### src/rtl/button_cmd_encoder_pkg.sv
// Shared types and helpers for the button/switch command front-end.
package cmd_pkg;

  typedef enum logic [1:0] {IDLE, PRESS, HELD, ARM} a_state_t;
  typedef enum logic [1:0] {P_IDLE, P_HIGH, P_GAP} p_state_t;
  typedef enum logic {CMD_RESET, CMD_LOAD} cmd_sel_t;

  function automatic int ms_to_ticks(input int f_clk_hz, input int ms);
    int t;
    t = (f_clk_hz / 1000) * ms;
    return (t < 1) ? 1 : t;
  endfunction

endpackage

### src/rtl/button_cmd_encoder_debounce.sv
// 2-FF synchronizer plus stability counter; output follows the input once it
// has been seen unchanged for DB_TKS consecutive synchronized samples.
module debounce #(
  parameter int W      = 1,
  parameter int DB_TKS = 1
) (
  input  logic         clk,
  input  logic         rst_n,
  input  logic [W-1:0] raw_i,
  output logic [W-1:0] db_o
);

  localparam int CW = $clog2(DB_TKS + 1);

  logic [W-1:0]  sync1_q, sync2_q, cand_q, db_q, db_d;
  logic [CW-1:0] cnt_q, cnt_d;

  // The first sample of a new value counts as 1, so a clean edge lands after 2 + DB_TKS cycles.
  always_comb begin
    cnt_d = cnt_q;
    db_d  = db_q;
    if (sync2_q != cand_q) begin
      cnt_d = CW'(1);
    end else if (cnt_q != CW'(DB_TKS)) begin
      cnt_d = cnt_q + 1'b1;
    end
    if (cnt_d == CW'(DB_TKS)) begin
      db_d = sync2_q;
    end
  end

  always_ff @(posedge clk or negedge rst_n) begin
    if (!rst_n) begin
      sync1_q <= '0;
      sync2_q <= '0;
      cand_q  <= '0;
      cnt_q   <= '0;
      db_q    <= '0;
    end else begin
      sync1_q <= raw_i;
      sync2_q <= sync1_q;
      cand_q  <= sync2_q;
      cnt_q   <= cnt_d;
      db_q    <= db_d;
    end
  end

  assign db_o = db_q;

endmodule

### src/rtl/button_cmd_encoder.sv
// Debounces board buttons/switches, classifies button-A presses as short (load)
// or long (reset), and emits fixed-width command pulses with a guard gap.
module button_cmd_encoder
  import cmd_pkg::*;
#(
  parameter int F_CLK_HZ    = 25_000_000,
  parameter int DEBOUNCE_MS = 20,
  parameter int LONG_MS     = 1000,
  parameter int PULSE_CYC   = 4
) (
  input  logic       clk,
  input  logic       rst_n,
  input  logic       btn_a,
  input  logic       btn_b,
  input  logic       sw_dir,
  input  logic       sw_modo,
  input  logic [8:0] sw_data,
  output logic       reset,
  output logic       load,
  output logic       pause,
  output logic       dir,
  output logic       modo,
  output logic [8:0] data_out,
  output logic       busy
);

  localparam int DB_TKS   = ms_to_ticks(F_CLK_HZ, DEBOUNCE_MS);
  localparam int LONG_TKS = ms_to_ticks(F_CLK_HZ, LONG_MS);
  localparam int HW       = $clog2(LONG_TKS + 1);
  localparam int PW       = $clog2(PULSE_CYC + 1);

  logic       db_a, db_b, db_dir, db_modo;
  logic [8:0] db_data;

  debounce #(.W(1), .DB_TKS(DB_TKS)) u_db_a    (.clk(clk), .rst_n(rst_n), .raw_i(btn_a),   .db_o(db_a));
  debounce #(.W(1), .DB_TKS(DB_TKS)) u_db_b    (.clk(clk), .rst_n(rst_n), .raw_i(btn_b),   .db_o(db_b));
  debounce #(.W(1), .DB_TKS(DB_TKS)) u_db_dir  (.clk(clk), .rst_n(rst_n), .raw_i(sw_dir),  .db_o(db_dir));
  debounce #(.W(1), .DB_TKS(DB_TKS)) u_db_modo (.clk(clk), .rst_n(rst_n), .raw_i(sw_modo), .db_o(db_modo));
  debounce #(.W(9), .DB_TKS(DB_TKS)) u_db_data (.clk(clk), .rst_n(rst_n), .raw_i(sw_data), .db_o(db_data));

  a_state_t      a_state_q, a_state_d;
  p_state_t      p_state_q, p_state_d;
  cmd_sel_t      sel_q, sel_d;
  logic [HW-1:0] hold_q, hold_d;
  logic [PW-1:0] p_cnt_q, p_cnt_d;
  logic [8:0]    data_q, data_d;
  logic          a_prev_q, b_prev_q, pause_q, dir_q, modo_q, rst_pend_q, rst_pend_d;
  logic          rst_req, load_req, p_free, start_rst, start_load;

  // The generator accepts a new command in its last gap cycle so busy never dips between pulses.
  assign p_free = (p_state_q == P_IDLE) ||
                  ((p_state_q == P_GAP) && (p_cnt_q == PW'(PULSE_CYC - 1)));

  always_comb begin
    a_state_d = a_state_q;
    hold_d    = hold_q;
    data_d    = data_q;
    rst_req   = 1'b0;
    load_req  = 1'b0;
    case (a_state_q)
      IDLE: if (db_a && !a_prev_q) begin
        a_state_d = PRESS;
        hold_d    = '0;
      end
      PRESS: begin
        hold_d = hold_q + 1'b1;
        if (hold_q == HW'(LONG_TKS - 1)) begin
          rst_req   = 1'b1;
          a_state_d = HELD;
        end else if (!db_a) begin
          a_state_d = ARM;
          data_d    = db_data;
        end
      end
      HELD: if (!db_a) a_state_d = IDLE;
      ARM: begin
        // data_out is frozen in the firing cycle, giving one cycle of setup before load rises.
        if (p_free && !rst_pend_q) begin
          load_req  = 1'b1;
          a_state_d = IDLE;
        end else begin
          data_d = db_data;
        end
      end
      default: a_state_d = IDLE;
    endcase
  end

  always_comb begin
    p_state_d  = p_state_q;
    p_cnt_d    = p_cnt_q;
    sel_d      = sel_q;
    start_rst  = p_free && (rst_req || rst_pend_q);
    start_load = p_free && load_req && !start_rst;
    rst_pend_d = rst_pend_q;
    if (start_rst) rst_pend_d = 1'b0;
    else if (rst_req) rst_pend_d = 1'b1;
    case (p_state_q)
      P_HIGH, P_GAP: begin
        if (p_cnt_q == PW'(PULSE_CYC - 1)) begin
          p_state_d = (p_state_q == P_HIGH) ? P_GAP : P_IDLE;
          p_cnt_d   = '0;
        end else begin
          p_cnt_d = p_cnt_q + 1'b1;
        end
      end
      default: p_state_d = P_IDLE;
    endcase
    if (start_rst || start_load) begin
      p_state_d = P_HIGH;
      p_cnt_d   = '0;
      sel_d     = start_rst ? CMD_RESET : CMD_LOAD;
    end
  end

  always_ff @(posedge clk or negedge rst_n) begin
    if (!rst_n) begin
      a_state_q  <= IDLE;
      p_state_q  <= P_IDLE;
      sel_q      <= CMD_RESET;
      hold_q     <= '0;
      p_cnt_q    <= '0;
      data_q     <= '0;
      a_prev_q   <= 1'b0;
      b_prev_q   <= 1'b0;
      pause_q    <= 1'b0;
      dir_q      <= 1'b0;
      modo_q     <= 1'b0;
      rst_pend_q <= 1'b0;
    end else begin
      a_state_q  <= a_state_d;
      p_state_q  <= p_state_d;
      sel_q      <= sel_d;
      hold_q     <= hold_d;
      p_cnt_q    <= p_cnt_d;
      data_q     <= data_d;
      a_prev_q   <= db_a;
      b_prev_q   <= db_b;
      pause_q    <= pause_q ^ (db_b & ~b_prev_q);
      dir_q      <= db_dir;
      modo_q     <= db_modo;
      rst_pend_q <= rst_pend_d;
    end
  end

  assign reset    = (p_state_q == P_HIGH) && (sel_q == CMD_RESET);
  assign load     = (p_state_q == P_HIGH) && (sel_q == CMD_LOAD);
  assign busy     = (p_state_q != P_IDLE);
  assign pause    = pause_q;
  assign dir      = dir_q;
  assign modo     = modo_q;
  assign data_out = data_q;

endmodule
### config.mk
export PLATFORM = sky130hd
export DESIGN_NAME = button_cmd_encoder
export DESIGN_NICKNAME = d
export VERILOG_FILES = /design/src/rtl/button_cmd_encoder_pkg.sv /design/src/rtl/button_cmd_encoder_debounce.sv /design/src/rtl/button_cmd_encoder.sv
export SDC_FILE = /design/constraint.sdc
export NUM_CORES = 1
export LEC_CHECK = 0
export ABC_AREA = 1
export ABC_CLOCK_PERIOD_IN_PS = 2050
export CAP_MARGIN = 5
export CORE_AREA = 2 2 151 153
export DETAILED_ROUTE_END_ITERATION = 10
export DIE_AREA = 0 0 153 155
export PLACE_DENSITY_LB_ADDON = 0.05
export SYNTH_ARGS = -nofsm -noshare
export SYNTH_HDL_FRONTEND = slang
export SYNTH_HIERARCHICAL = 1
export SYNTH_SLANG_ARGS = --single-unit
export TNS_END_PERCENT = 20
### constraint.sdc
create_clock -name clk -period 2.05 [get_ports clk]
set_input_delay 0.205 -clock clk [delete_from_list [all_inputs] [get_ports clk]]
set_output_delay 0.205 -clock clk [all_outputs]
set_load 0.05 [all_outputs]
# [Word-level counts from Yosys, hierarchy flattened]
# Cells that the tools add are included.
[classes] addsub=7 mul=0 div_mod_pow=0 order_cmp=0 eq_ne=30 shift=0 mux=36 bitwise=4 reduce_logical=25
[op_table] cell="2-to-1 mux 19 bit" count=10
[op_table] cell="adder 19 x 1 -> 19 bit (second input constant)" count=5
[op_table] cell="== test 19 bit (second input constant)" count=5
[op_table] cell="inequality test 19 bit (second input constant)" count=5
[op_table] cell="case mux 25 bit (2 select lines)" count=1
[op_table] cell="2-to-1 mux 9 bit" count=3
[op_table] cell="adder 25 x 1 -> 25 bit (second input constant)" count=1
[op_table] cell="== test 25 bit (second input constant)" count=1
[op_table] cell="2-to-1 mux 25 bit" count=1
[op_table] cell="2-to-1 mux 2 bit" count=9
[op_table] cell="case mux 9 bit (2 select lines)" count=1
[op_table] cell="inequality test 2 bit (second input constant)" count=6
[op_table] cell="nonzero test 2 bit" count=5
[op_table] cell="2-to-1 mux 3 bit" count=3
[op_table] cell="inequality test 9 bit" count=1
[op_table] cell="logical AND 1 bit" count=8
[op_table] cell="case mux 2 bit (4 select lines)" count=1
[op_table] cell="AND reduction 4 bit" count=2
[op_table] cell="2-to-1 mux 1 bit" count=7
[op_table] cell="== test 2 bit (second input constant)" count=3
[op_table] cell="inequality test 3 bit (second input constant)" count=2
[op_table] cell="== test 2 x 1 -> 1 bit (second input constant)" count=2
[op_table] cell="logical NOT 2 bit" count=2
[op_table] cell="inequality test 1 bit" count=4
[op_table] cell="other kinds (9)" count=14
[totals] ff_bits=195 latchBits=0 ram_bits=0 mem_bits_ro=0 in_bits=15 out_inout_bits=15 n_memories=0

# [Logic depth before layout (Yosys ltp)]
# Gate-level depths: netlist of the first run.
[depth] word_depth=10 depth_mapped=15 mapped_depth_nobuf=15

# [By module]
# Netlist of the first run, hierarchy kept.
[modules_own_cells] module="debounce at u_db_b ..." instances=3 cells_per_inst=204 area_per_inst_um2=1455.1
[modules_own_cells] module="debounce at u_db_data" instances=1 cells_per_inst=331 area_per_inst_um2=2735.1
[modules_own_cells] module="button_cmd_encoder" instances=1 cells_per_inst=339 area_per_inst_um2=2631.3
[modules_own_cells] module="debounce at u_db_a" instances=1 cells_per_inst=235 area_per_inst_um2=1541.5

# [Least setup slack after synthesis of the first run]
# OpenSTA, ideal clock, no wires.
[synth_path] path_kind="reg2reg" startpoint="register u_db_data.cnt_q[0]" endpoint="register u_db_data.db_q[0], in the netlist u_db_data/db_o[0]" setup_ns=0.117 arrival_ns=1.999 required_time_ns=1.933 path_slack_ns=-0.066 stages_incl_launch_ff=11 synth_period_minus_slack_ns=2.116 path_cell_list="dfrtp_1 -> ha_1 -> nand3_2 -> nor2_8 -> nand3_1 -> xor2_1 -> nand4_2 -> nor3_4 -> nand2_4 -> nand2_1 -> nand2_1"
[synth_between] elab_chain_cells=4
[synth_rtl] item="start, declared" line_no="button_cmd_encoder_debounce.sv:16" text="logic [CW-1:0] cnt_q, cnt_d;"
[synth_rtl] item="start signal, assigned" line_no="button_cmd_encoder_debounce.sv:43" text="cnt_q <= cnt_d;"
[synth_rtl] item="adder 19 x 1 -> 19 bit / inequality test 19 bit (equally long branches)" line_no="button_cmd_encoder_debounce.sv:25, button_cmd_encoder_debounce.sv:24"
[synth_rtl] item="2-to-1 mux 19 bit *" line_no="button_cmd_encoder_debounce.sv:24" text="end else if (cnt_q != CW'(DB_TKS)) begin"
[synth_rtl] item="2-to-1 mux 19 bit *" line_no="button_cmd_encoder_debounce.sv:22" text="if (sync2_q != cand_q) begin"
[synth_rtl] item="== test 19 bit *" line_no="button_cmd_encoder_debounce.sv:27" text="if (cnt_d == CW'(DB_TKS)) begin"
[synth_rtl] item="end signal, assigned" line_no="button_cmd_encoder_debounce.sv:38" text="db_q <= '0;"
[synth_rtl] item="end signal, assigned" line_no="button_cmd_encoder_debounce.sv:44" text="db_q <= db_d;"
[synth_rtl] item="end, declared" line_no="button_cmd_encoder_debounce.sv:15" text="logic [W-1:0] sync1_q, sync2_q, cand_q, db_q, db_d;"
# Mark *: on every way between the ends. The rest lies on a longest branch, timed or not.
# A chain may end at the register's enable or synchronous reset.

# [Worst setup path in the final report of the first run]
[layout_path] startpoint="register u_db_data.cnt_q[0]" endpoint="register u_db_data.db_q[8], in the netlist u_db_data/db_o[8]"
# The elaborated chain is that of the path after synthesis.

==> reports/qor.txt, run 1 <==
Hold Crit Start: sw_dir
Reg power frac: 0.513
DR pass1 iterations: 5
Mapped Area: 11,300 um2
WL met1: 12.0 mm
Worst Path Max Fanout: 4
Synth area leaders: dfrtp_1 (43%), nand2_1 (14%), inv_1 (7.6%), nand3_1 (7.2%), nor2_1 (6.0%)
Die area: 23,700 um2
# diodes: 0
TritonCTS clock tree: done
Max Cap Viol: 0
Power per Cell Area: 603 nW/um2
DR WL met3: 810 um
Flop and latch count out of synthesis: 195
Vias in the first global route: 9,143
Psw: 1.98 mW
Worst Hold Path EP: u_db_dir/sync1_q$_DFF_PN0_
Area Growth Syn to Fin: 15.8%
Clock latency at the later pin of the worst-skew pair: 0.44 ns
Async SR Flop Fraction: 1.00
Critical Path RT: 2.42 ns
FMAX: 0.493 GHz
Die Width: 153 um
Final Util: 0.588
Critical path capture point type: flip-flop
Switch share: 0.251
Reg2reg path depth: 13
Internal power: 5.90 mW
Minimum clock period: 2.03 ns
Hold Fails Final Rpt: 0
Seq/Total Area, Yosys: 0.433
Total GRT Usage: 0.218
Post-synthesis mux area share: 0
Yosys cell types: 46
Slew HR: 0.665
Part of the power in the clock network: 0.416
Max incr delay on CP: 0.45 ns
Routed via count: 9,633
Gpl congestion: 0.898
Initial detailed-routing violation count: 521
Row count: 55
CTS Sinks: 195
Root buffer cell: clkbuf_16
Yosys Warn Count: 6
Initial antenna violation count: 0
Share of post-route cells with drive strength above 1: 0.164
Final #Nets: 1,639
Commonest register cell after synthesis: dfrtp_1
Top-count cell post-synth: nand2_1
Highest metal used: met4
Hold/Removal Path Class: in2reg
CP arrival: 2.40 ns
DP Cell Count: 1,867
Cts bufs inserted: 17
Final HPWL DP: 18.7 mm
Status: completed
Crit path max-delay cell type: dfrtp_2
H-tree depth: 4
Post-synthesis simple-gate area fraction: 0.397
Average instance area after synthesis: 7.43 um2
Post-synth top area cell: dfrtp_1
Port Buffers: 29
Initial Util: 0.507
Unrepaired setup endpoints after global routing: true
Worst R2R End: u_db_data/db_o[8]$_DFFE_PN0N_
Crit-path most repeated cell: nand2_1
Worst slew pin tran: 0.500 ns
IO Pins: 30
Total wire length: 24.7 mm
Clock skew: 0.0209 ns
# DRC: 0
Startpoint types: flip-flop
Max Slew Vio Count: 0
Adder-Cell Fraction of Synth Area: 0.0178
Synth cell count leaders: nand2_1 (413), inv_1 (228), dfrtp_1 (195), nor2_1 (180), nand3_1 (162)
EDFF count, synth: 0
Tot Pwr: 7.88 mW
Xor/xnor share of the synthesized area: 0.0129
Largest family of logic cells by synthesized area: simple AND/OR/NAND/NOR gates
CP Class: reg2reg
Syn nets: 1,548
DR WL met2: 11.5 mm
Setup violators final: 0
Overflow after GRT: 0
Fin cells: 1,905
Worst-path clk slew: 0.07 ns
Die extent in y: 155 um
First-pass GRT wire length: 42.9 mm
Synthesized netlist cell count: 1,517
Reg2reg setup slack: 0.02 ns
Crit path cell chain: ha_4 -> nand3_4 -> nor2_8 -> buf_6 -> nand3_1 -> nand2_1 -> nand3b_1 -> nor2_1 -> nand2_1 -> nor2_4 -> buf_6 -> nand3_1 -> nand2_1
Max VDD drop: 0.462 mV
Period utilization: 0.989
R2R Path Start: u_db_data/cnt_q[0]$_DFF_PN0_
Post-synthesis compound-gate area fraction: 0.0549
Clk buf depth: 2
WL per Instance: 13.0 um
Core Box Area: 22,200 um2
Gate power share: 0.071
Largest net degree at the start of global routing: 58
WHS Path Cells: 1
Via density: 5.06
Yosys top cell area share: 0.433
Post-route ant nets: 0
Lkg Pwr: 6.12 nW
==> layer usage <==
layer / track usage / vias to the layer above
met5: 0 / -
met4: 0.0617 / 0
met3: 0.0326 / 32
met2: 0.356 / 162
met1: 0.306 / 4456
li1: - / 4983
==> worst max path at each step <==
stage	start	end	slack, ns	depth (start not counted)
2_1_floorplan	u_db_data/cnt_q[0]$_DFF_PN0_	u_db_data/db_o[0]$_DFFE_PN0N_	0.04	10
3_3_place_gp	u_db_data/cnt_q[1]$_DFF_PN0_	u_db_data/db_o[4]$_DFFE_PN0N_	0.02	15
5_1_grt	u_db_data/cnt_q[0]$_DFF_PN0_	u_db_data/db_o[5]$_DFFE_PN0N_	-0.15	16
3_5_place_dp	u_db_data/cnt_q[1]$_DFF_PN0_	u_db_data/db_o[4]$_DFFE_PN0N_	-0.11	15
4_1_cts	u_db_data/cnt_q[1]$_DFF_PN0_	u_db_data/db_o[4]$_DFFE_PN0N_	0.001	14
6_report	u_db_data/cnt_q[0]$_DFF_PN0_	u_db_data/db_o[8]$_DFFE_PN0N_	0.02	13
==> layout by cell type, fill, tap and decap left out, types with 4 or more instances in the layout <==
| master | synthesis | final |
|---|---|---|
| nand3_1 | 162 | 161 |
| nor2_4 | 21 | 28 |
| buf_6 | 1 | 8 |
| nor2_2 | 42 | 43 |
| xor2_1 | 5 | 4 |
| nand3_2 | 13 | 12 |
| nand3b_1 | 6 | 6 |
| nor3_1 | 10 | 9 |
| dfrtp_2 | 0 | 12 |
| clkbuf_16 | 0 | 17 |
| o21ai_0 | 25 | 25 |
| o21bai_2 | 9 | 9 |
| buf_4 | 2 | 46 |
| o21ai_1 | 12 | 12 |
| ha_1 | 16 | 11 |
| o21bai_1 | 11 | 11 |
| nand3_4 | 2 | 4 |
| nor2_1 | 180 | 172 |
| nand2_1 | 413 | 409 |
| inv_6 | 0 | 4 |
| dfrtp_1 | 195 | 183 |
| inv_1 | 228 | 226 |
| inv_2 | 7 | 9 |
| nand4_1 | 52 | 52 |
| clkdlybuf4s50_1 | 0 | 25 |
| a21oi_1 | 26 | 26 |
| xnor2_1 | 6 | 6 |
| nand2_2 | 35 | 39 |
==> power groups by stage <==
stage | clock (mW) | sequential, mW | combinational [mW]
2_1_floorplan | 0 | 4.08 | 0.323
3_3_place_gp | 0 | 4.11 | 0.551
3_5_place_dp | 0 | 4.11 | 0.559
4_1_cts | 3.38 | 4.04 | 0.565
5_1_grt | 3.53 | 4.05 | 0.648
6_report | 3.27 | 4.04 | 0.563
==> final cells by class <==
type / instances / area [um2]
clock inverters: 12 / 123
multi-input cells: 1075 / 5580
clock buffers: 19 / 453
inverters: 235 / 882
fillers: 2078 / 9170
well taps: 285 / 357
flip-flops and latches: 195 / 4890
repair buffers: 84 / 769
==> state kept, by name, indices dropped and copies added, names as in the netlist, 2 cells and up <==
signal             count
u_db_data/sync1_q      9
p_cnt_q                3
u_db_data/cnt_q       19
u_db_data/db_o         9
data_out               9
u_db_data/sync2_q      9
hold_q                25
u_db_modo/cnt_q       19
u_db_data/cand_q       9
p_state_q              2
u_db_dir/cnt_q        19
a_state_q              2
u_db_b/cnt_q          19
u_db_a/cnt_q          19
==> critical path, delay by kind of cell, from the launching register on <==
kind          cells  cell delay, ns
simple gates     10            1.08
buf+inv           2            0.26
flops             1            0.45
fa+ha+maj         1            0.18
==> stage by stage <==
stage / hold WS [ns] / instance area, um2 / setup slack [ns] / setup TNS, ns
finish: 0.204 / 13100 / 0.0233 / 0
CTS: 0.189 / 12900 / 0.000985 / 0
detailed placement: 0.216 / 12300 / -0.110 / -0.813
global route: 0.188 / 13100 / -0.145 / -1.42
global placement: 0.215 / 12300 / 0.0159 / 0
floorplan: -0.0906 / 11300 / 0.0442 / 0
==> what timing repair did <==
action,in CTS,in global routing
setup endpoints to repair,9,13
pin swaps,6,15
endpoints found under the hold margin,51,0
resized for setup,7,44
setup buffers,3,3
gates cloned,0,0
hold buffers,1,0
==> cells by family after synthesis <==
kind of cell | after synthesis
compound gates | 96
xor+xnor | 14
fa+ha+maj | 16
buf+inv | 247
flops | 195
simple gates | 949
Power figures use the tool's default switching activity.
==> run 2, diff against run 1 <==
CORE_AREA = 2 2 216 218   (was 2 2 151 153)
DIE_AREA = 0 0 218 220   (was 0 0 153 155)
==> run 2 against run 1 <==
Effect of this change: combinational power grew 13%; clock skew shrank 0.0073 ns; setup slack lost 0.011 ns; global-route usage shrank 8.4 points; maximum frequency shrank 0.56%; critical path type unchanged; largest cell class unchanged; largest power group unchanged.
==> reports/qor.txt, run 2 (synthesis results as in run 1) <==
Status: completed (unchanged)
Gpl congestion: 0.782 (was 0.898)
# DRC: 0 (unchanged)
Cts bufs inserted: 17 (unchanged)
Setup slack after layout: 0.0120 ns (was 0.0233 ns)
Crit-path most repeated cell: nand2_1 (unchanged)
Post-route ant nets: 0 (unchanged)
Clk buf depth: 2 (unchanged)
Share of post-route cells with drive strength above 1: 0.184 (was 0.164)
Critical Path RT: 2.42 ns (about the same)
Row count: 79 (was 55)
Reg power frac: 0.482 (was 0.513)
Worst Path Max Fanout: 5 (was 4)
CTS Sinks: 195 (unchanged)
Hold WS: 0.161 ns (was 0.204 ns)
Via density: 4.26 (was 5.06)
Total wire length: 30.0 mm (was 24.7 mm)
Clock latency at the later pin of the worst-skew pair: 0.48 ns (was 0.44 ns)
IO Pins: 30 (unchanged)
Max Slew Vio Count: 0 (unchanged)
Design Area, Final: 13,900 um2 (was 13,100 um2)
Psw: 2.08 mW (was 1.98 mW)
Period utilization: 0.994 (was 0.989)
H-tree depth: 4 (unchanged)
Hold/Removal Path Class: in2reg (unchanged)
Startpoint types: flip-flop (unchanged)
Max incr delay on CP: 0.44 ns (was 0.45 ns)
Placed cell area: 13,000 um2 (was 12,300 um2)
Worst slew pin tran: 0.515 ns (was 0.500 ns)
Power per Cell Area: 603 nW/um2 (about the same)
Final #Nets: 1,680 (was 1,639)
CP Class: reg2reg (unchanged)
Lkg Pwr: 6.36 nW (was 6.12 nW)
Die Width: 218 um (was 153 um)
Routed via count: 9,659 (was 9,633)
Core Box Area: 45,900 um2 (was 22,200 um2)
Largest net degree at the start of global routing: 56 (was 58)
Final HPWL DP: 22.7 mm (was 18.7 mm)
Tot Pwr: 8.36 mW (was 7.88 mW)
DR pass1 iterations: 5 (unchanged)
Worst slack, placed: -0.0696 ns (was -0.110 ns)
Final Util: 0.302 (was 0.588)
Gate power share: 0.076 (was 0.071)
Fillers: 4,963 (was 2,078)
Die area: 48,000 um2 (was 23,700 um2)
Setup TNS: 0 ns (unchanged)
Root buffer cell: clkbuf_16 (unchanged)
TritonCTS clock tree: done (unchanged)
Register with the most flip-flops: hold_q (unchanged)
Internal power: 6.28 mW (was 5.90 mW)
Switch share: 0.249 (was 0.251)
Commonest non-fill, non-tap cells in the layout: nand2_1 (410), inv_1 (227), dfrtp_1 (188), nor2_1 (167), nand3_1 (160) (was nand2_1 (409), inv_1 (226), dfrtp_1 (183), nor2_1 (172), nand3_1 (161))
Unrepaired setup endpoints after global routing: true (unchanged)
Overflow after GRT: 0 (unchanged)
Total GRT Usage: 0.134 (was 0.218)
Initial Util: 0.246 (was 0.507)
Max VDD drop: 0.533 mV (was 0.462 mV)
Crit path max-delay cell type: dfrtp_2 (unchanged)
Max FFs per register: 25 (unchanged)
Initial antenna violation count: 2 (was 0)
Max Cap Viol: 0 (unchanged)
DP Cell Count: 2,230 (was 1,867)
Die extent in y: 220 um (was 155 um)
Slew HR: 0.656 (was 0.665)
CP arrival: 2.41 ns (was 2.40 ns)
Part of the power in the clock network: 0.442 (was 0.416)
Clock skew: 0.0136 ns (was 0.0209 ns)
Commonest non-fill, non-tap cell in the layout: nand2_1 (unchanged)
Port Buffers: 29 (unchanged)
Initial detailed-routing violation count: 507 (was 521)
Worst-path clk slew: 0.08 ns (was 0.07 ns)
First-pass GRT wire length: 50.4 mm (was 42.9 mm)
Area Growth Syn to Fin: 23.0% (was 15.8%)
Critical path capture point type: flip-flop (unchanged)
FMAX: 0.491 GHz (was 0.493 GHz)
WL per Instance: 13.2 um (was 13.0 um)
Hold Fails Final Rpt: 0 (unchanged)
Minimum clock period: 2.04 ns (was 2.03 ns)
Vias in the first global route: 9,643 (was 9,143)
Fin cells: 2,270 (was 1,905)
Crit path cell chain: inv_1 -> ha_4 -> nand2_1 -> nor2_1 -> nand2_1 -> nor2_2 -> nand2_2 -> buf_4 -> nand2_1 -> nand3_1 -> nand3_2 -> nor3_4 -> buf_12 -> buf_12 -> nand3_1 -> nand2_1 (was ha_4 -> nand3_4 -> nor2_8 -> buf_6 -> nand3_1 -> nand2_1 -> nand3b_1 -> nor2_1 -> nand2_1 -> nor2_4 -> buf_6 -> nand3_1 -> nand2_1)
Setup violators final: 0 (unchanged)
## run 2: changes by cell type in the layout (fill, tap and decap cells not counted), moves of 2 or more
cell	before	now
buf_4	46	89
nor2_2	43	50
buf_6	8	3
dfrtp_1	183	188
dfrtp_2	12	7
nor2_1	172	167
buf_12	3	6
bufinv_16	1	4
clkinv_2	1	3
clkinv_4	3	1
inv_6	4	2
nor2_4	28	26
xnor2_2	3	1
xnor2_4	0	2
## run 2: what timing repair did
action                     4_1_cts  5_1_grt
pin swaps                        5       13
buffers inserted                 3        3
hold endpoints to repair       170        0
setup endpoints to repair       10       15
resized for setup               12       35
hold buffers                     1        0
## run 2: worst paths after layout
kind / from / end / slack, ns / cells past startpoint
setup reg to reg: u_db_data/cnt_q[0]$_DFF_PN0_ / u_db_data/db_o[6]$_DFFE_PN0N_ / 0.01 / 16
max in group asynchronous: rst_n / u_db_data/cnt_q[14]$_DFF_PN0_ / 1.16 / 3
hold reg to reg: u_db_dir/sync1_q$_DFF_PN0_ / u_db_dir/sync2_q$_DFF_PN0_ / 0.35 / 0
hold / removal: btn_a / u_db_a/sync1_q$_DFF_PN0_ / 0.16 / 1
min in group asynchronous: rst_n / modo$_DFF_PN0_ / 0.20 / 2
setup / recovery: u_db_data/cnt_q[0]$_DFF_PN0_ / u_db_data/db_o[6]$_DFFE_PN0N_ / 0.01 / 16
## run 2: layer usage
metal | vias up | GRT usage | part of all wire
li1 | 5059 | - | -
met4 | 0 | 0.0435 | 0.016
met3 | 28 | 0.0355 | 0.035
met2 | 107 | 0.209 | 0.45
met1 | 4465 | 0.180 | 0.50
met5 | - | 0 | 0
## run 2: worst max-delay path, delay by kind of cell (launching register included)
| family | cells | cell delay, ns |
|---|---|---|
| fa+ha+maj | 1 | 0.13 |
| flops | 1 | 0.44 |
| buf+inv | 4 | 0.49 |
| simple gates | 11 | 0.88 |
## run 2: power by group through the flow
stage                     clock (mW)  combinational, mW  sequential, mW
after detailed placement           0              0.635            4.10
after floorplan                    0              0.323            4.08
after global placement             0              0.640            4.10
after global routing            4.05              0.734            4.04
final                           3.69              0.637            4.03
after CTS                       3.91              0.644            4.03
## run 2: layout make-up
cell class / count / area [um2] / share of cell area
Multi-Input combinational cell: 1075 / 5610 / 0.404
Timing Repair Buffer: 125 / 1100 / 0.0791
Inverter: 235 / 882 / 0.0636
Clock inverter: 12 / 176 / 0.0127
Sequential cell: 195 / 4890 / 0.352
Antenna cell: 1 / 2.50 / 0.000180
Clock buffer: 20 / 457 / 0.0329
Tap cell: 607 / 759 / 0.0548
==> variant 1, RTL diff (config.mk and constraints of run 1) <==
Re-encode `a_state_t` (4 states) as one-hot, 4 bits wide.
--- a/src/rtl/button_cmd_encoder_pkg.sv
+++ b/src/rtl/button_cmd_encoder_pkg.sv
@@ -3,3 +3,3 @@
 
-  typedef enum logic [1:0] {IDLE, PRESS, HELD, ARM} a_state_t;
+  typedef enum logic [3:0] {IDLE = 4'b0001, PRESS = 4'b0010, HELD = 4'b0100, ARM = 4'b1000} a_state_t;
   typedef enum logic [1:0] {P_IDLE, P_HIGH, P_GAP} p_state_t;
Function: same outputs for any inputs over 10 cycles, from zero or initial values and one cycle with rst_n low; not proved beyond that.
==> variant 1 against run 1 <==
Highest routed layer unchanged; worst hold slack better by 0.0019 ns; setup slack worse by 0.038 ns; critical path type unchanged; design area is 1.6% higher; largest power group unchanged; clock skew is 0.0045 ns lower; synthesized area is 0.18% higher; power is 3.3% higher; the flow now finishes with violations (setup timing); sequential cell count is 2 higher; routed wire length is 1.8% higher.
==> variant 1: results (changes against run 1) <==
[global_routing]
grt_max_degree = 46  ; was 58
grt_pass1_wl_um = 42000  ; was 42900 um
grt_pass1_vias = 8952  ; was 9143
track_usage_pct = 21.5  ; was 21.8%
antenna_found_initial = 0  ; unchanged

[cts]
htreeDepth = 4  ; unchanged
clk_path_buf_depth = 2  ; unchanged
worstSkewPairLatency_ns = 0.44  ; about the same
clk_pin_slew_ns = 0.07  ; about the same
cts_buffers = 17  ; unchanged
cts_root_buf = clkbuf_16  ; unchanged

[yosys]
synth_nets = 1532  ; was 1548
yosys.area_share.adder_pct = 1.77  ; was 1.78%
synth_cell_types = 42  ; was 46
synth_compound_area_share_pct = 5.56  ; was 5.49%
synth_top_area_share_pct = 43.4  ; was 43.3%
synth-xor-area-share_pct = 1.51  ; was 1.29%
synthFlopType = dfrtp_1  ; unchanged
synthMuxAreaShare_pct = 0  ; unchanged
ys_warn_count = 6  ; unchanged
synthTopCellsByArea = dfrtp_1 (43%), nand2_1 (14%), inv_1 (7.4%), nand3_1 (6.9%), nor2_1 (5.7%)  ; was dfrtp_1 (43%), nand2_1 (14%), inv_1 (7.6%), nand3_1 (7.2%), nor2_1 (6.0%)
yosysSeqAreaShare_pct = 43.7  ; was 43.3%
synthArstFlopShare_pct = 100  ; unchanged
synth_commonest_cells = nand2_1 (413), inv_1 (223), dfrtp_1 (196), nor2_1 (172), nand3_1 (156)  ; was nand2_1 (413), inv_1 (228), dfrtp_1 (195), nor2_1 (180), nand3_1 (162)

[setup_path]
cpPeakStageDelay_ns = 0.39  ; was 0.45 ns
worstPathMaxFanout = 8  ; was 4
crit_path_start = u_db_data/cnt_q[1]$_DFF_PN0_  ; was u_db_data/cnt_q[0]$_DFF_PN0_
cp_top_family = simple AND/OR/NAND/NOR gates  ; unchanged
crit_slowest_cell = dfrtp_2  ; unchanged

[finish]
largest_reg_flops = 25  ; unchanged
nets = 1628  ; was 1639
diodes = 0  ; unchanged
top_register = hold_q  ; unchanged
layout-drive-gt1-share_pct = 19.2  ; was 16.4%

[routing]
firstDrtPassIters = 7  ; was 5
first_iter_violations = 425  ; was 521
wire_per_inst_um = 13.3  ; was 13.0 um
num_vias = 9560  ; was 9633

[place]
dpl_cell_area_mm2 = 0.0123  ; about the same
dp_hpwl_um = 18600  ; was 18700 um
port_buffers = 29  ; unchanged
place_ws_ns = 0.00815  ; was -0.110 ns
globalplace.congestion = 0.894  ; was 0.898

[sta]
setup_violations = 5  ; was 0
worst_pin_slew_ns = 0.524  ; was 0.500 ns
skew_ns = 0.0164  ; was 0.0209 ns
postLayoutSetupSlackWorst_ns = -0.0148  ; was 0.0233 ns

[status]
status = complete, but fails checks  ; was complete, no violations
violations = setup timing

[power_and_ir_drop]
vdd_drop_max_mv = 0.461  ; was 0.462 mV
p_leak_nw = 6.23  ; was 6.12 nW

[hold_path]
min_path_type = primary input to flop  ; unchanged
hp-start = sw_data[8]  ; was sw_dir

-- variant 1: timing repair --
action	CTS	global route
gates cloned	0	1
pin swaps	1	39
gates resized for setup	1	76
hold endpoints to repair	40	0
setup buffers	0	22
hold buffers	1	0
endpoints found under the setup margin	5	13
-- variant 1: layout make-up --
| class | instances | area, um^2 |
|---|---|---|
| sequential | 197 | 4950 |
| multi-input combinational | 1065 | 5670 |
| timing repair buffer | 88 | 838 |
| clock inverter | 13 | 161 |
| tap | 285 | 357 |
| clock buffer | 19 | 443 |
| fill | 2040 | 8960 |
| inverter | 228 | 856 |
-- variant 1: report_power, final --
part           switching, mW  internal, mW
Sequential             0.113          3.98
Clock                   1.57          1.87
Combinational          0.377         0.225
Total                   2.06          6.08
-- variant 1: final timing paths --
check                      slack (ns)                        endpoint  cells past startpoint
max in group asynchronous        1.16   u_db_data/cnt_q[11]$_DFF_PN0_                      3
min in group asynchronous        0.27   u_db_modo/cnt_q[18]$_DFF_PN0_                      2
max reg2reg                     -0.01   u_db_data/db_o[8]$_DFFE_PN0N_                     14
max                             -0.01   u_db_data/db_o[8]$_DFFE_PN0N_                     14
min                              0.21  u_db_data/sync1_q[8]$_DFF_PN0_                      1
min reg2reg                      0.34     u_db_modo/sync2_q$_DFF_PN0_                      0
-- variant 1: through the flow --
stage               hold slack [ns]  setup TNS [ns]  std cells  util, %  power (mW)
floorplan                   -0.0906               0       1501        -        4.48
global placement              0.184               0       1840     55.1        4.75
detailed placement            0.190               0       1840     55.1        4.75
CTS                           0.189               0       1873     57.9        8.23
global route                  0.193           -1.10       1895     59.7        8.49
finish                        0.206         -0.0390       1895     59.7        8.13
-- variant 1: logic make-up (layout without fill, tap and decap cells) --
logic type,count (synthesis),in the layout
and+or+nand+nor,939,940
adders and majority gates,16,16
DFF,197,197
xor gates and xnor gates,16,16
AOI/OAI and AO/OA,93,93
buffers and inverters,240,348
-- variant 1: layer usage --
metal / vias to the layer above / part of all wire, % / global-route usage, %
li1: 4942 / - / -
met1: 4456 / 47 / 28.5
met2: 138 / 49 / 37.1
met3: 24 / 3.1 / 2.92
met4: 0 / 1.3 / 6.08
met5: - / 0 / 0
-- variant 1: worst register-to-register path, stage by stage (launching register included) --
cell	delay [ns]
dfrtp_2	0.39
buf_6	0.11
ha_4	0.14
nand3_4	0.10
nor2_8	0.18
nand2_4	0.08
xnor2_1	0.13
nand2_1	0.10
nand2_1	0.06
nor2_1	0.12
nand2_2	0.09
nor2_4	0.21
buf_12	0.16
nand3_2	0.07
nand2_1	0.07
==> variant 2, RTL diff (settings of run 1) <==
Made on the original files. `F_CLK_HZ`: 25_000_000 -> 12_500_000.
--- a/src/rtl/button_cmd_encoder.sv
+++ b/src/rtl/button_cmd_encoder.sv
@@ -5,3 +5,3 @@
 #(
-  parameter int F_CLK_HZ    = 25_000_000,
+  parameter int F_CLK_HZ    = 12_500_000,
   parameter int DEBOUNCE_MS = 20,
Function: same outputs for any inputs over 10 cycles, from zero or initial values and one cycle with rst_n low; that may be too few to reach the edited logic, so the function may still have changed.
==> variant 2 against run 1 <==
Sequential share of layout area increased by 1.7 points; routed wire length decreased by 14%; power decreased by 2.1%; sequential cell count decreased by 6; clock skew decreased by 0.0057 ns; design area decreased by 7.5%; count of clock-buffer cells in the layout decreased by 2; synthesized area decreased by 6.4%; setup slack improved by 0.039 ns; critical path type unchanged; critical endpoint is now u_db_data/db_o[4]$_DFFE_PN0N_; highest routed layer unchanged.
==> variant 2: results (changes against run 1) <==
[status]
status = complete, no violations  ; unchanged

[place]
dp_hpwl_um = 15500  ; was 18700 um
dp.cells = 1706  ; was 1867
dpl_cell_area_mm2 = 0.0113  ; was 0.0123 mm^2

[power_and_ir_drop]
vdd_drop_max_mv = 0.554  ; was 0.462 mV
p_leak_nw = 6.16  ; was 6.12 nW

[setup_path]
crit_slowest_cell = dfrtp_1  ; was dfrtp_2
crit_arrival_ns = 2.37  ; was 2.40 ns
cpPeakStageDelay_ns = 0.42  ; was 0.45 ns
r2r_slack_ns = 0.06  ; was 0.02 ns

[yosys]
synth_compound_area_share_pct = 3.68  ; was 5.49%
synth_commonest_cells = nand2_1 (364), inv_1 (226), dfrtp_1 (189), nor2_1 (148), nand3_1 (146)  ; was nand2_1 (413), inv_1 (228), dfrtp_1 (195), nor2_1 (180), nand3_1 (162)
yosys.area_share.adder_pct = 1.90  ; was 1.78%
synthMuxAreaShare_pct = 0.107  ; was 0%
synthTopCellsByArea = dfrtp_1 (45%), nand2_1 (13%), inv_1 (8.0%), nand3_1 (6.9%), nor2_1 (5.3%)  ; was dfrtp_1 (43%), nand2_1 (14%), inv_1 (7.6%), nand3_1 (7.2%), nor2_1 (6.0%)
synth-xor-area-share_pct = 2.80  ; was 1.29%

[sta]
skew_ns = 0.0152  ; was 0.0209 ns
post-route-period-util_pct = 97.0  ; was 98.9%

[routing]
first_iter_violations = 349  ; was 521
wl_met3_um = 446  ; was 810 um
vias_per_cell = 4.87  ; was 5.06

[global_routing]
met1_usage_pct = 26.2  ; was 30.6%
met3_usage_pct = 2.53  ; was 3.26%
grt_pass1_wl_um = 37700  ; was 42900 um
met2_usage_pct = 31.2  ; was 35.6%

[finish]
nets = 1482  ; was 1639

[hold_path]
holdPathEnd = u_db_data/sync1_q[5]$_DFF_PN0_  ; was u_db_dir/sync1_q$_DFF_PN0_

## variant 2: cell count changes in the layout (fill, tap and decap cells not counted), sizes merged, moves of 6 or more
cell           run 1  this run
nand3            177       166
nand2            450       388
or2                1        11
xor2               5        19
o21ai             40        30
nor2             245       197
o21bai            21         5
dfrtp            195       189
buf               57        31
## variant 2: layout make-up
type	count	area, um^2
multi-input cells	952	4960
clock buffers	17	425
fillers	2042	10200
clock inverters	15	164
flip-flops and latches	189	4730
repair buffers	58	564
well taps	285	357
inverters	233	875
## variant 2: timing repair
item                                    4_1_cts  5_1_grt
hold buffers                                  1        0
cloned                                        0        1
hold endpoints to repair                     58        0
endpoints found under the setup margin        6       13
buffers inserted                              3        6
pin swaps                                     1       11
resized for setup                             0       28
## variant 2: report_power, final
group          switching (mW)  internal [mW]
combinational           0.334          0.197
sequential             0.0955           3.82
clock                    1.63           1.64
total                    2.06           5.65
